`src/rtl/countdown_if.sv`:
```
// Handshake/status bundle for countdown_timer. The timer binds the slave modport;
// the controller (or bench) binds master. state exposes the FSM for checkers.
interface countdown_if;
  logic       tick;
  logic       load;
  logic [5:0] load_min;
  logic [5:0] load_sec;
  logic       start;
  logic       hold;
  logic [5:0] min;
  logic [5:0] sec;
  logic       busy;
  logic       borrow;
  logic       done;
  logic       alarm;
  logic [1:0] state;

  modport master (
    output tick, load, load_min, load_sec, start, hold,
    input  min, sec, busy, borrow, done, alarm, state
  );

  modport slave (
    input  tick, load, load_min, load_sec, start, hold,
    output min, sec, busy, borrow, done, alarm, state
  );
endinterface

```
`src/rtl/countdown_timer.sv`:
```
// MM:SS countdown timer with IDLE/RUN/HOLD/EXPIRED control and a reload preset.
// Optional alarm output enabled by defining COUNTDOWN_ALARM_EN.
//
// Control semantics: inputs are levels sampled on every rising clk edge; tick is a
// one-cycle enable and is only honoured in RUN. load overrides everything else.
// All outputs come straight from flops, so borrow/done appear the cycle after the
// edge that performed the step.
module countdown_timer #(
  parameter int MAX_SEC = 59,
  parameter int MAX_MIN = 59
) (
  input  logic        clk,
  input  logic        rst,
  countdown_if.slave  bus
);

  localparam logic [1:0] S_IDLE    = 2'd0;
  localparam logic [1:0] S_RUN     = 2'd1;
  localparam logic [1:0] S_HOLD    = 2'd2;
  localparam logic [1:0] S_EXPIRED = 2'd3;

  localparam logic [5:0] SEC_TOP = 6'(MAX_SEC);
  localparam logic [5:0] MIN_TOP = 6'(MAX_MIN);

  logic [1:0] state_q,   state_d;
  logic [5:0] min_q,     min_d;
  logic [5:0] sec_q,     sec_d;
  logic [5:0] pre_min_q, pre_min_d;
  logic [5:0] pre_sec_q, pre_sec_d;
  logic       busy_q,    busy_d;
  logic       borrow_q,  borrow_d;
  logic       done_q,    done_d;

  logic [5:0] load_min_sat;
  logic [5:0] load_sec_sat;
  logic       count_zero;
  logic       preset_zero;

  assign load_min_sat = (bus.load_min > MIN_TOP) ? MIN_TOP : bus.load_min;
  assign load_sec_sat = (bus.load_sec > SEC_TOP) ? SEC_TOP : bus.load_sec;
  assign count_zero   = (min_q == 6'd0) && (sec_q == 6'd0);
  assign preset_zero  = (pre_min_q == 6'd0) && (pre_sec_q == 6'd0);

  always_comb begin
    state_d   = state_q;
    min_d     = min_q;
    sec_d     = sec_q;
    pre_min_d = pre_min_q;
    pre_sec_d = pre_sec_q;
    borrow_d  = 1'b0;
    done_d    = 1'b0;

    if (bus.load) begin
      min_d     = load_min_sat;
      sec_d     = load_sec_sat;
      pre_min_d = load_min_sat;
      pre_sec_d = load_sec_sat;
      state_d   = S_IDLE;
    end else begin
      case (state_q)
        S_IDLE: begin
          if (bus.start && !count_zero) state_d = S_RUN;
        end
        S_RUN: begin
          // hold wins over a coincident tick: no step is taken on that edge
          if (bus.hold) begin
            state_d = S_HOLD;
          end else if (bus.tick) begin
            if (sec_q != 6'd0) begin
              sec_d = sec_q - 6'd1;
              if ((min_q == 6'd0) && (sec_q == 6'd1)) begin
                state_d = S_EXPIRED;
                done_d  = 1'b1;
              end
            end else if (min_q != 6'd0) begin
              sec_d    = SEC_TOP;
              min_d    = min_q - 6'd1;
              borrow_d = 1'b1;
            end
          end
        end
        S_HOLD: begin
          if (!bus.hold) state_d = S_RUN;
        end
        S_EXPIRED: begin
          if (bus.start) begin
            min_d   = pre_min_q;
            sec_d   = pre_sec_q;
            state_d = preset_zero ? S_IDLE : S_RUN;
          end
        end
        default: state_d = S_IDLE;
      endcase
    end

    busy_d = (state_d == S_RUN) || (state_d == S_HOLD);
  end

  always_ff @(posedge clk or negedge rst) begin
    if (!rst) begin
      state_q   <= S_IDLE;
      min_q     <= 6'd0;
      sec_q     <= 6'd0;
      pre_min_q <= 6'd0;
      pre_sec_q <= 6'd0;
      busy_q    <= 1'b0;
      borrow_q  <= 1'b0;
      done_q    <= 1'b0;
    end else begin
      state_q   <= state_d;
      min_q     <= min_d;
      sec_q     <= sec_d;
      pre_min_q <= pre_min_d;
      pre_sec_q <= pre_sec_d;
      busy_q    <= busy_d;
      borrow_q  <= borrow_d;
      done_q    <= done_d;
    end
  end

`ifdef COUNTDOWN_ALARM_EN
  logic alarm_q, alarm_d;

  assign alarm_d = (state_d == S_EXPIRED);

  always_ff @(posedge clk or negedge rst) begin
    if (!rst) alarm_q <= 1'b0;
    else      alarm_q <= alarm_d;
  end

  assign bus.alarm = alarm_q;
`else
  assign bus.alarm = 1'b0;
`endif

  assign bus.min    = min_q;
  assign bus.sec    = sec_q;
  assign bus.busy   = busy_q;
  assign bus.borrow = borrow_q;
  assign bus.done   = done_q;
  assign bus.state  = state_q;

endmodule
```
`src/flat_wrapper.sv`:
```
// flat-port wrapper written by rule: the top's interface ports become plain ports
module countdown_timer_flat 
#(
  parameter int MAX_SEC = 59,
  parameter int MAX_MIN = 59
)
  (clk, rst, bus_tick, bus_load, bus_load_min, bus_load_sec, bus_start, bus_hold, bus_min, bus_sec, bus_busy, bus_borrow, bus_done, bus_alarm, bus_state);
  countdown_if bus_i ();
  input  logic clk;
  input  logic rst;
  input wire logic [$bits(bus_i.tick)-1:0] bus_tick;
  input wire logic [$bits(bus_i.load)-1:0] bus_load;
  input wire logic [$bits(bus_i.load_min)-1:0] bus_load_min;
  input wire logic [$bits(bus_i.load_sec)-1:0] bus_load_sec;
  input wire logic [$bits(bus_i.start)-1:0] bus_start;
  input wire logic [$bits(bus_i.hold)-1:0] bus_hold;
  output wire logic [$bits(bus_i.min)-1:0] bus_min;
  output wire logic [$bits(bus_i.sec)-1:0] bus_sec;
  output wire logic [$bits(bus_i.busy)-1:0] bus_busy;
  output wire logic [$bits(bus_i.borrow)-1:0] bus_borrow;
  output wire logic [$bits(bus_i.done)-1:0] bus_done;
  output wire logic [$bits(bus_i.alarm)-1:0] bus_alarm;
  output wire logic [$bits(bus_i.state)-1:0] bus_state;
  assign bus_i.tick = bus_tick;
  assign bus_i.load = bus_load;
  assign bus_i.load_min = bus_load_min;
  assign bus_i.load_sec = bus_load_sec;
  assign bus_i.start = bus_start;
  assign bus_i.hold = bus_hold;
  assign bus_min = bus_i.min;
  assign bus_sec = bus_i.sec;
  assign bus_busy = bus_i.busy;
  assign bus_borrow = bus_i.borrow;
  assign bus_done = bus_i.done;
  assign bus_alarm = bus_i.alarm;
  assign bus_state = bus_i.state;
  countdown_timer #(.MAX_SEC(MAX_SEC), .MAX_MIN(MAX_MIN)) u_core (.clk(clk), .rst(rst), .bus(bus_i));
endmodule
```
`config.mk`:
```
export PLATFORM = sky130hd
export DESIGN_NAME = countdown_timer_flat
export DESIGN_NICKNAME = d
export VERILOG_FILES = /design/src/rtl/countdown_if.sv /design/src/rtl/countdown_timer.sv /design/src/flat_wrapper.sv
export SDC_FILE = /design/constraint.sdc
export NUM_CORES = 1
export LEC_CHECK = 0
export BUFFER_PORTS_ARGS = -buffer_cell sky130_fd_sc_hd__buf_2
export CAP_MARGIN = 20
export CORE_MARGIN = 1.5
export CORE_UTILIZATION = 50
export CTS_BUF_LIST = sky130_fd_sc_hd__clkbuf_8
export CTS_CLUSTER_SIZE = 10
export DETAILED_ROUTE_END_ITERATION = 16
export PLACE_DENSITY = 0.73
export SYNTH_ARGS = -nofsm -noshare
export SYNTH_HDL_FRONTEND = slang
export SYNTH_SLANG_ARGS = --single-unit
```
`constraint.sdc`:
```
create_clock -name clk -period 2.27 [get_ports clk]
set_clock_uncertainty 0.15 [all_clocks]
set_input_delay 0.5675 -clock clk [delete_from_list [all_inputs] [get_ports clk]]
set_output_delay 0.5675 -clock clk [all_outputs]
set_load 0.02 [all_outputs]
```
# Yosys cells after proc, flatten, opt, wreduce, memory -nomap -nowiden
# Index checks and enable logic that the tools add are counted.
[word_totals] register_bits=29 inputBits=18 output_inout_bits=18 word_cells=78
[classes] n_addsub=2 order_cmp=2 eq_ne=12 n_mux=38 reduce_logical=16
[ops] op="$mux W6" n=14
[ops] op="$logic_not A6 Y1" n=4
[ops] op="$pmux W6 S2" n=2
[ops] op="$mux W2" n=8
[ops] op="$mux W1" n=13
[ops] op="$gt A6 B6 Y1 const B" n=2
[ops] op="$ne A3 B3 Y1 const B" n=4
[ops] op="$reduce_bool A6 Y1" n=2
[ops] op="$sub A6 B1 Y6 const B" n=2
[ops] op="$pmux W2 S4" n=1
[ops] op="$eq A2 B2 Y1 const B" n=3
[ops] op="$eq A6 B1 Y1 const B" n=1
[ops] op="$reduce_and A6 Y1" n=1
[ops] op="$reduce_and A5 Y1" n=1
[ops] op="$eq A2 B1 Y1 const B" n=2
[ops] op="$logic_and A1 B1 Y1" n=4
[ops] op="$ne A4 B2 Y1 const B" n=1
[ops] op="$ne A3 B2 Y1 const B" n=1
[ops] op="$reduce_bool A3 Y1" n=1
[ops] op="$logic_not A2 Y1" n=1
[ops] op="$logic_not A1 Y1" n=1
[ops] op="$logic_or A1 B1 Y1" n=1

# Longest topological paths before layout
[depth] ltp_word=10 ltp_mapped=7 depth_no_buf=6

# Worst setup path before layout
# Ideal clock, no wire load.
[synth_path] kind="register -> register" start="register u_core.sec_q[0] (netlist: u_core.bus.sec[0])" end="register u_core.sec_q[4] (netlist: u_core.bus.sec[4])" setup_ns=0.128 t_arrival_ns=1.968 t_required_ns=1.992 path_slack_ns=0.024 path_stages_with_launch=8 n_path_buf=1 synth_period_minus_slack_ns=2.246 path_cell_list="dfrtp_1 -> inv_1 -> ha_1 -> nor3b_4 -> and4_1 -> or2_1 -> buf_4 -> mux2_1"
[synth_between] elab_chain_cells=6 elab_cells_between_ends=9 classes_between="add/sub (1); eq/ne (1); mux (5); reduce/logical (2)"
[synth_lines] element="from (decl)" line="countdown_timer.sv:27" rtl="logic [5:0] sec_q, sec_d;"
[synth_lines] element="from (signal assigned)" line="countdown_timer.sv:103" rtl="sec_q <= 6'd0;"
[synth_lines] element="from (signal assigned)" line="countdown_timer.sv:112" rtl="sec_q <= sec_d;"
[synth_lines] element="$sub A6 B1 Y6 / $reduce_bool A6 Y1 (equally long branches)" line="countdown_timer.sv:70, countdown_timer.sv:69"
[synth_lines] element="$mux W6" line="countdown_timer.sv:69" rtl="if (sec_q != 6'd0) begin"
[synth_lines] element="$mux W6" line="countdown_timer.sv:68" rtl="end else if (bus.tick) begin"
[synth_lines] element="$mux W6" line="countdown_timer.sv:66" rtl="if (bus.hold) begin"
[synth_lines] element="$pmux W6 S2" line="countdown_timer.sv:60" rtl="case (state_q)"
[synth_lines] element="$mux W6" line="countdown_timer.sv:53" rtl="if (bus.load) begin"
# Several ways; a longest one is shown, not always the timed one. The select of a mux whose other input is x is not followed.
# A chain may end at the register's enable or synchronous reset.

# Final worst setup path
[layout_path] start="register u_core.min_q[0] (netlist: u_core.bus.min[0])" end="register u_core.min_q[2] (netlist: u_core.bus.min[2])"
[layout_between] elab_chain_cells=7 elab_cells_between_ends=10 classes_between="add/sub (1); eq/ne (1); mux (6); reduce/logical (2)"
[layout_lines] element="from (decl)" line="countdown_timer.sv:26" rtl="logic [5:0] min_q, min_d;"
[layout_lines] element="from (signal assigned)" line="countdown_timer.sv:111" rtl="min_q <= min_d;"
[layout_lines] element="$sub A6 B1 Y6" line="countdown_timer.sv:77" rtl="min_d = min_q - 6'd1;"
[layout_lines] element="$mux W6" line="countdown_timer.sv:75" rtl="end else if (min_q != 6'd0) begin"
[layout_lines] element="$mux W6" line="countdown_timer.sv:69"
[layout_lines] element="$mux W6" line="countdown_timer.sv:68"
[layout_lines] element="$mux W6" line="countdown_timer.sv:66"
[layout_lines] element="$pmux W6 S2" line="countdown_timer.sv:60"
[layout_lines] element="$mux W6" line="countdown_timer.sv:53"
# Several ways; a longest one is shown, not always the timed one. The select of a mux whose other input is x is not followed.

==> results.md <==
Worst setup path:
- For the worst setup path, the data required time is 2.28 ns.
- In this design, the stage delay of the slowest critical-path cell is 0.48 ns.
- The worst setup path is captured at a register.
- Traced cell by cell, the critical path runs through inv_2, ha_2, or4b_4, o211ai_4, a21oi_2, mux2_1.
- In this run the worst path has a maximum fanout of 5.
- The critical path is of the reg -> reg type.
- STA classifies the critical path startpoint as a register.
- For the worst setup path, the data arrival time is between 2 and 2.5 ns.
- The cell with the largest stage delay on the worst path is or4b_4.

Detailed routing:
- The remaining routing DRC violations is 0.
- In the final routed layout, each cell accounts on average for between 15 and 20 µm.
- The detailed-routing iteration count for the pre-antenna-repair pass is 4.
- The final route contains 1,664 vias.
- The count of nets left with antenna violations once routing finished came out at 0.
- The post-detailed-route via-to-cell ratio is between 5 and 6.
- The violation count after the first detailed-routing iteration is 123.
- The total detailed-routing wirelength is roughly 4.8 mm.

Global route:
- The number of global-route vias before repair is 1,649.
- The met2 layer usage reported by global route is 43.0%.
- The combined global-route utilization of all metal layers is 25.8%.
- The number of antenna violations at the first check in global routing is 0.
- Global routing used 34.1% of the available met1 tracks.
- The total global routing overflow is 0.
- After global routing, the most crowded layer is met2.
- The first global-routing pass estimated 8.00 mm of wire.
- The met3 layer usage reported by global route is around 5.7%.
- Entering global routing, the biggest net connects 30 pins.

STA:
- Setup violations remaining at the end of the flow were counted as 0.
- The sum of negative setup slack is 0 ns.
- Counting I/O delays and the setup requirement, the final critical path takes 2.19 ns.
- Based on the critical path, the design can be clocked at up to 457 MHz.
- The final worst slack is 0.0830 ns.
- The max-slew violation total from the final report is 0.
- Headroom to the max-slew limit came out at a little under three fifths.
- The count of endpoints failing hold in the final timing report is 0.
- The share of the clock period used by the worst path is 96.3%.
- For the pin with the worst max-slew slack, the measured transition is 0.657 ns.
- Setup repair after global routing left no endpoint under its margin.

Synthesis:
- The number of synthesized flops with an enable pin is 0.
- Synthesis instantiated 58 different standard cells from the library.
- The number of nets handed over by synthesis was 210.
- The fraction of registers with async set/reset is 100%.
- The most used flip-flop cell after synthesis is dfrtp_1.
- The portion of the post-synthesis area used by sequential elements is 40.0%.
- Averaged over all synthesized cells, the footprint is between 9 and 10 µm².
- The cell type contributing the most total cell area after synthesis is dfrtp_1.
- The number of synthesized register bits is 29.
- After synthesis, the cell types taking the most area are dfrtp_1 40%, o21ai_0 3.9%, nor2_1 3.5%.
- The total standard cell area after synthesis is 0.00181 mm².
- Synthesis produced a netlist whose cell count is 189.
- After synthesis, the largest area contributor takes up 40.0% of total cell area.
- The number of warning messages in the yosys log is 0.

Floorplanning:
- The die width is 63.2 µm.
- For this configuration, the core starts out at a cell density of 53.1%.
- From bottom edge to top edge, the die measures roughly 63 µm.
- The initialized floorplan defines 21 standard-cell rows.
- The core region is 0.00342 mm².
- The number of I/O pins is 36.
- The floorplan step defined a die boundary enclosing 0.00400 mm².

Clock tree:
- Buffers inserted during clock tree synthesis total 5.
- The number of clock sinks seen by CTS is 29.
- The CTS clock-pin slew for the worst setup and hold paths is 0.06 ns.
- CTS placed an instance of clkbuf_8 at the clock tree root.
- The clock insertion delay at the later pin of the skew report is 0.28 ns.
- TritonCTS built the clock tree.
- The clock tree synthesis step divided the H-tree into 2 levels.
- No sink is reached through more buffers than the 2 on the longest clock path.
- Once the clock tree was built, the setup fixing pass inserted 0 buffers.

Placement:
- The wire-length estimate of the detail-placed layout is 3.55 mm.
- The worst setup timing slack at the placement stage is 0.0376 ns.
- Buffers placed on the I/O ports in this run total 34.
- The congestion estimate from routability-driven global placement came to 0.888.

Cells and area:
- In the final design database the tool counted 257 nets.
- Cells with a size suffix above 1 make up 30.4% of the layout.
- The number of diodes is 0.
- From synthesis to final layout, the design area changed by 19.8%.
- The fill cell total of the finished layout is 284.

Power and ir drop:
- The worst IR drop on VDD is 0.367 mV.
- For this design the ratio of total power to cell area is 811 mW/mm².
- Summed over all cells, the static leakage comes to 1.03 nW.

Outcome:
- The flow ran to the end, and the final reports show no timing, DRC or antenna violations.

Flow run:
- The number of max-capacitance violations reported is 0.

Hold path:
- The min-delay analysis places its worst path in the category in -> async.
cells in the mapped netlist, types with 4 or more instances:
library cell	number
o21ai_0	14
nor2_1	17
nor3_1	7
o31ai_1	4
nand2_1	10
nand3_1	7
inv_1	13
dfrtp_1	29
stage by stage:
stage	util (%)	instances	hold WS (ns)	power (mW)	area, µm²
global placement	61.2	275	0.344	1.34	2090
floorplan	-	189	0.122	1.11	1810
detailed placement	61.2	275	0.346	1.36	2090
CTS	63.5	283	0.183	1.76	2170
finish	63.6	283	0.161	1.76	2170
global route	63.6	283	0.214	1.87	2170
metal layers:
metal / vias up / part of all wire (%)
li1: 793 / -
met1: 794 / 44
met2: 70 / 50
met3: 7 / 5.7
met4: 0 / 0.88
met5: - / 0
cell families after synthesis:
| kind of cell | synth area share [%] |
|---|---|
| mux | 4.76 |
| compound gates | 20.9 |
| buf+inv | 6.21 |
| other cells | 0.207 |
| fa+ha+maj | 2.07 |
| xor+xnor | 1.93 |
| simple gates | 23.9 |
| flops | 40.0 |
flip-flops by register name, indices dropped and copies added, names as in the netlist:
signal	cells
u_core.bus.sec	6
u_core.pre_sec_q	6
u_core.bus.state	2
u_core.bus.min	6
u_core.bus.busy	1
u_core.bus.done	1
u_core.pre_min_q	6
u_core.bus.borrow	1
path summary, 6_finish.rpt:
kind | from | to | slack [ns] | depth (start not counted)
min | rst | u_core.bus.state[1]$_DFF_PN0_ | 0.16 | 1
max in group asynchronous | rst | u_core.bus.min[1]$_DFFE_PN0P_ | 1.37 | 1
max | u_core.bus.min[0]$_DFFE_PN0P_ | u_core.bus.min[2]$_DFFE_PN0P_ | 0.08 | 6
min in group clk | u_core.pre_sec_q[3]$_DFFE_PN0P_ | u_core.pre_sec_q[3]$_DFFE_PN0P_ | 0.36 | 1
min reg2reg | u_core.pre_sec_q[3]$_DFFE_PN0P_ | u_core.pre_sec_q[3]$_DFFE_PN0P_ | 0.36 | 1
max reg2reg | u_core.bus.min[0]$_DFFE_PN0P_ | u_core.bus.min[2]$_DFFE_PN0P_ | 0.08 | 6
final cells by class:
cell class / instances / area [µm²] / share of cell area, %
clock buffer: 5 / 68.8 / 3.17
clock inverter: 3 / 11.3 / 0.518
inverter: 13 / 48.8 / 2.25
multi-input combinational: 138 / 977 / 45.0
sequential: 29 / 726 / 33.4
tap: 46 / 57.6 / 2.65
timing repair buffer: 49 / 283 / 13.0
report_power, final:
part	internal (mW)	switching, mW
logic	0.285	0.371
registers	0.602	0.107
clock network	0.204	0.193
total	1.09	0.671
worst max-delay path: cells and delay by family (launching register included):
kind                     cells  cell delay (ns)
multiplexers                 1             0.34
flip-flops                   1             0.40
adder cells (fa/ha/maj)      1             0.21
AND/OR/NAND/NOR              1             0.48
buffers and inverters        1             0.10
AO/OA/AOI/OAI                2             0.38
cells in the final DEF, fill, tap and decap left out, drive strengths merged, types with 5 or more instances in the layout:
cell type   n
nand3       7
inv        16
nor3        7
nor2       17
o21ai      14
dfrtp      29
mux2        5
nor3b       5
nand2      10
clkbuf      5
buf        49
what timing repair did:
action / 4_1_cts / 5_1_grt
hold endpoints to repair: 0 / 0
gates resized for setup: 0 / 2
endpoints found under the setup margin: 0 / 3
hold buffers: 0 / 0
Note: power is estimated with default switching activity, not from simulation.
